[config.mk]
export PLATFORM = sky130hd
export DESIGN_NAME = mul_seq_ctl
export DESIGN_NICKNAME = d
export VERILOG_FILES = /design/src/rtl/mul_pkg.sv /design/src/rtl/mul_seq_ctl.sv
export SDC_FILE = /design/constraint.sdc
export NUM_CORES = 1
export LEC_CHECK = 0
export CORE_ASPECT_RATIO = 0.75
export CORE_MARGIN = 4
export CORE_UTILIZATION = 55
export CTS_CLUSTER_SIZE = 25
export DETAILED_ROUTE_END_ITERATION = 16
export PLACE_DENSITY = 0.75
export REMOVE_ABC_BUFFERS = 1
export SETUP_SLACK_MARGIN = 0.05
export SYNTH_ARGS = -nofsm -noshare
export SYNTH_HDL_FRONTEND = slang
export SYNTH_SLANG_ARGS = --single-unit
[constraint.sdc]
create_clock -name clk -period 6.6 [get_ports clk]
set_input_delay 1.32 -clock clk [delete_from_list [all_inputs] [get_ports clk]]
set_output_delay 1.32 -clock clk [all_outputs]
set_load 0.005 [all_outputs]
[src/rtl/mul_pkg.sv]
// rtl/mul_pkg.sv - shared types and helpers for the sequential multiplier
package mul_pkg;

  localparam int MUL_WIDTH_DEFAULT = 32;

  typedef enum logic [1:0] {
    IDLE = 2'd0,
    RUN  = 2'd1,
    FIX  = 2'd2
  } state_t;

  // Two's-complement negate when neg is set. Callers keep the low bits they
  // need; the most negative value maps to itself, which is its correct
  // unsigned magnitude.
  function automatic logic [63:0] abs_w(input logic [63:0] x, input logic neg);
    return neg ? (~x + 64'd1) : x;
  endfunction

endpackage

[src/rtl/mul_seq_ctl.sv]
// rtl/mul_seq_ctl.sv - radix-2 shift-add multiplier with start/busy/done handshake
module mul_seq_ctl
  import mul_pkg::*;
#(
  parameter int WIDTH = MUL_WIDTH_DEFAULT
) (
  input  logic                 clk,
  input  logic                 rst_n,
  input  logic                 start,
  input  logic                 is_signed,
  input  logic [WIDTH-1:0]     a,
  input  logic [WIDTH-1:0]     b,
  output logic                 busy,
  output logic                 done,
  output logic [2*WIDTH-1:0]   c
);

  localparam int CNT_W = $clog2(WIDTH) + 1;

  state_t               state;
  logic [WIDTH-1:0]     ma;
  logic [WIDTH-1:0]     mb;
  logic [2*WIDTH-1:0]   acc;
  logic                 neg;
  logic [CNT_W-1:0]     cnt;

  logic                 a_neg;
  logic                 b_neg;
  logic [WIDTH-1:0]     a_mag;
  logic [WIDTH-1:0]     b_mag;
  logic [WIDTH:0]       sum;

  // Operand magnitudes for the start cycle and the carry-preserving partial sum.
  always_comb begin
    a_neg = is_signed & a[WIDTH-1];
    b_neg = is_signed & b[WIDTH-1];
    a_mag = WIDTH'(abs_w(64'(a), a_neg));
    b_mag = WIDTH'(abs_w(64'(b), b_neg));
    sum   = {1'b0, acc[2*WIDTH-1:WIDTH]} + {1'b0, ma};
  end

  // Controller and datapath: latch on start, WIDTH shift-add steps, then sign fix-up.
  // The multiplier register shifts right each step, so its bit 0 is always
  // the multiplier bit selected by the current iteration count.
  always_ff @(posedge clk or negedge rst_n) begin
    if (!rst_n) begin
      state <= IDLE;
      ma    <= '0;
      mb    <= '0;
      acc   <= '0;
      neg   <= 1'b0;
      cnt   <= '0;
      busy  <= 1'b0;
      done  <= 1'b0;
      c     <= '0;
    end else begin
      done <= 1'b0;
      case (state)
        IDLE: begin
          if (start) begin
            ma    <= a_mag;
            mb    <= b_mag;
            neg   <= a_neg ^ b_neg;
            acc   <= '0;
            cnt   <= '0;
            busy  <= 1'b1;
            state <= RUN;
          end
        end
        RUN: begin
          if (mb[0]) begin
            // Carry out of the top half becomes the new MSB after the shift.
            acc <= {sum, acc[WIDTH-1:1]};
          end else begin
            acc <= acc >> 1;
          end
          mb  <= mb >> 1;
          cnt <= cnt + CNT_W'(1);
          if (cnt == CNT_W'(WIDTH - 1)) begin
            state <= FIX;
          end
        end
        FIX: begin
          c     <= neg ? (~acc + {{(2*WIDTH-1){1'b0}}, 1'b1}) : acc;
          done  <= 1'b1;
          busy  <= 1'b0;
          state <= IDLE;
        end
        default: begin
          busy  <= 1'b0;
          state <= IDLE;
        end
      endcase
    end
  end

endmodule

==> out/results.tsv <==
metric	value	unit
run status	finished clean	
critical path arrival	4.12	ns
Skew-Pair Late Insertion Delay	0.50	ns
vias per cell	5.83	
die area	24500	sq um
drt first pass iters	5	
mux cell area share after synthesis	1.32	%
initial antenna violation count	6	
antenna viol nets, final	0	
FMAX	266	MHz
clock slew at reported path FFs	0.06	ns
post-synthesis instance total	1417	
worst r2r path cells	7	
Max rail drop VDD	216	uV
Top Usage Layer GRT	met1	
fraction of layout cells with a size suffix above 1	4.57	%
global-route wire length before repair	50400	um
height of the die	137	um
PortBufs	133	
setup ws final	2.84	ns
main combinational cell family by area after synthesis	compound AO/OA/AOI/OAI gates	
Starting Density	56.7	%
max-cap violations	0	
Hold Fails Final Rpt	0	
Hold WS	0.474	ns
placed instance count	1762	
H-Tree Depth	1	
Slew HR	28.4	%
routing usage on met2	36.9	%
Startpoint Class	primary input	
CTS root buffer	clkbuf_16	
# rows	46	
fill cell count	1795	
Mean Syn Cell Area	8.56	sq um
RSZ-0062 raised after global routing	false	
setup TNS	0	ns
CTS tree	yes	
Max Root-Sink Buffers	3	
final setup vio count	0	
vias in the first global route	9823	
Clock Skews	0.00863	ns
synth warn	0	
Seq cells post-synth	203	
Synth Area in XOR/XNOR	10.2	%
GRT met3 Usage	4.76	%
hpwl dp	21700	um
Layout area overhead	17.9	%
ys async rst share	100	%
final WL	30200	um
Place WS	2.36	ns
CTS buffer count	22	
grt total ovfl	0	
Iteration-0 DRC Markers	740	
worst-path fanout max	6	
EDFF count, synth	0	
Post-Synthesis Cell Area	12100	sq um
Least-Margin Pin Slew	1.07	ns
die width	180	um
Slew Viols, Final	0	
CP endpoint kind	register	
Tmin final	3.76	ns
RePlAce Congestion	0.941	
overall power	5.48	mW
post_cts resized	0	
NumNets Final	1603	
Synth Flop Type	dfrtp_1	
Setup CP Type	primary input to register	
Synth cell types	60	
worst endpoint required time	6.96	ns
largest net degree at the start of global routing	101	
DRC viols	0	
drt wl/cell	16.8	um
Post-Synth Adder-Cell Area	3.88	%
Finished Layout Cells	1799	
pwr dens	383	nW/um^2
Synth Area in Compound Gates	21.8	%
hold path cells	2	
Global Route Usage Sum	24.4	%
post-synthesis sequential area ratio	41.9	%
Tcrit/Tclk final	56.9	%
Leak Pwr	5.95	nW
Synth Area in Simple Gates	17.6	%
met1 usage	37.0	%
clk sink count	203	
# IOs	134	
DR vias	10500	
Post-CTS Setup Bufs	0	
hold_buf cts	0	
Hold Crit Class	register to register	
core area	21400	sq um
-- stage by stage --
step                utilization [%]  area (sq um)
floorplan                         -         11800
global placement               63.6         13600
detailed placement             63.6         13600
CTS                            66.8         14300
global route                   66.8         14300
finish                         66.8         14300
-- routing by layer --
layer,up-vias,wire length (um)
met5,-,59
met1,4930,14500
met4,10,431
li1,5183,-
met3,42,2210
met2,319,12900
-- Yosys cell counts (all sizes together), types with 6 or more instances --
| library cell | instances | area (sq um) |
|---|---|---|
| o21ai | 248 | 1240 |
| nand2 | 237 | 890 |
| dfrtp | 203 | 5080 |
| xor2 | 88 | 771 |
| clkbuf | 72 | 272 |
| nor2 | 70 | 263 |
| a21oi | 61 | 305 |
| xnor2 | 53 | 464 |
| a22oi | 37 | 278 |
| ha | 36 | 450 |
| nor3 | 31 | 160 |
| nand3 | 29 | 145 |
| o31ai | 25 | 206 |
| inv | 21 | 78.8 |
| mux2i | 16 | 160 |
| or4 | 16 | 131 |
| buf | 14 | 56.3 |
| nand4 | 14 | 87.6 |
| o41ai | 13 | 133 |
| a31oi | 12 | 75.1 |
| or3 | 12 | 80.1 |
| nor4 | 11 | 68.8 |
| nor2b | 10 | 62.6 |
| a21o | 9 | 67.6 |
| a22o | 9 | 78.8 |
| and2 | 9 | 56.3 |
| a211oi | 7 | 52.6 |
| nand2b | 7 | 43.8 |
| or2 | 6 | 40.0 |
-- layout by cell type, fill, tap and decap left out, types with 4 or more instances in the layout --
master,synthesis,final
o21ai_0,242,242
nand2_1,237,236
dfrtp_1,203,202
clkdlybuf4s50_1,0,132
xor2_1,88,88
nor2_1,70,69
a21oi_1,61,61
xnor2_1,53,53
a22oi_1,37,37
ha_1,36,36
nor3_1,30,30
nand3_1,29,29
o31ai_1,23,23
clkbuf_16,0,23
inv_1,21,21
mux2i_1,16,16
nand4_1,14,14
or4_1,13,13
a31oi_1,12,12
o41ai_1,12,12
or3_1,11,11
nor4_1,11,11
buf_4,0,10
nor2b_1,10,9
a22o_1,9,9
a21o_1,9,9
and2_1,8,8
a211oi_1,7,7
clkinv_2,0,7
o21ai_1,6,6
and3_1,5,5
or2_2,5,5
nand2b_1,7,5
o21a_1,5,5
clkbuf_8,0,5
o21bai_1,4,4
o211ai_1,4,4
-- flip-flops by register name (all words and copies together), names as in the netlist --
signal,count
ma,32
mb,32
acc,64
done,1
state,2
cnt,6
c,64
busy,1
neg,1
-- cells by family (layout without fill, tap and decap cells) --
kind of cell	count (synthesis)	in the layout
compound gates	447	447
xor+xnor	141	141
fa+ha+maj	37	37
buf+inv	107	200
flops	203	203
mux	16	16
other cells	0	1
simple gates	466	466
-- report_power, final --
part | internal [mW] | switching (mW)
clock network | 0.712 | 0.486
registers | 1.58 | 0.458
logic | 0.947 | 1.29
-- final timing paths --
path	start	endpoint	slack, ns
max	b[0]	mb[28]	2.84
min	c[9]	c[9]	0.47
max reg2reg	acc[28]	c[53]	3.08
min reg2reg	c[9]	c[9]	0.47
max in group asynchronous	rst_n	ma[23]	4.44
min in group asynchronous	rst_n	c[20]	0.87
-- cell type report --
| type | instances | area [sq um] | share of cell area [%] |
|---|---|---|---|
| flip-flops and latches | 203 | 5080 | 35.5 |
| clock inverters | 8 | 65.1 | 0.455 |
| multi-input cells | 1107 | 6680 | 46.7 |
| well taps | 288 | 360 | 2.52 |
| inverters | 21 | 78.8 | 0.551 |
| clock buffers | 28 | 634 | 4.43 |
| diodes | 1 | 2.50 | 0.0175 |
| repair buffers | 143 | 1410 | 9.85 |
-- worst max-delay path, stage by stage --
cell	delay [ns]
clkdlybuf4s50_1	0.46
inv_1	0.08
ha_1	0.16
nor2b_1	0.34
nand4_1	0.22
or3_1	0.41
nor4_1	0.44
and2_1	0.32
a211oi_1	0.11
a31oi_1	0.17
o21ai_0	0.09
Note: power is estimated with default switching activity, not from simulation.
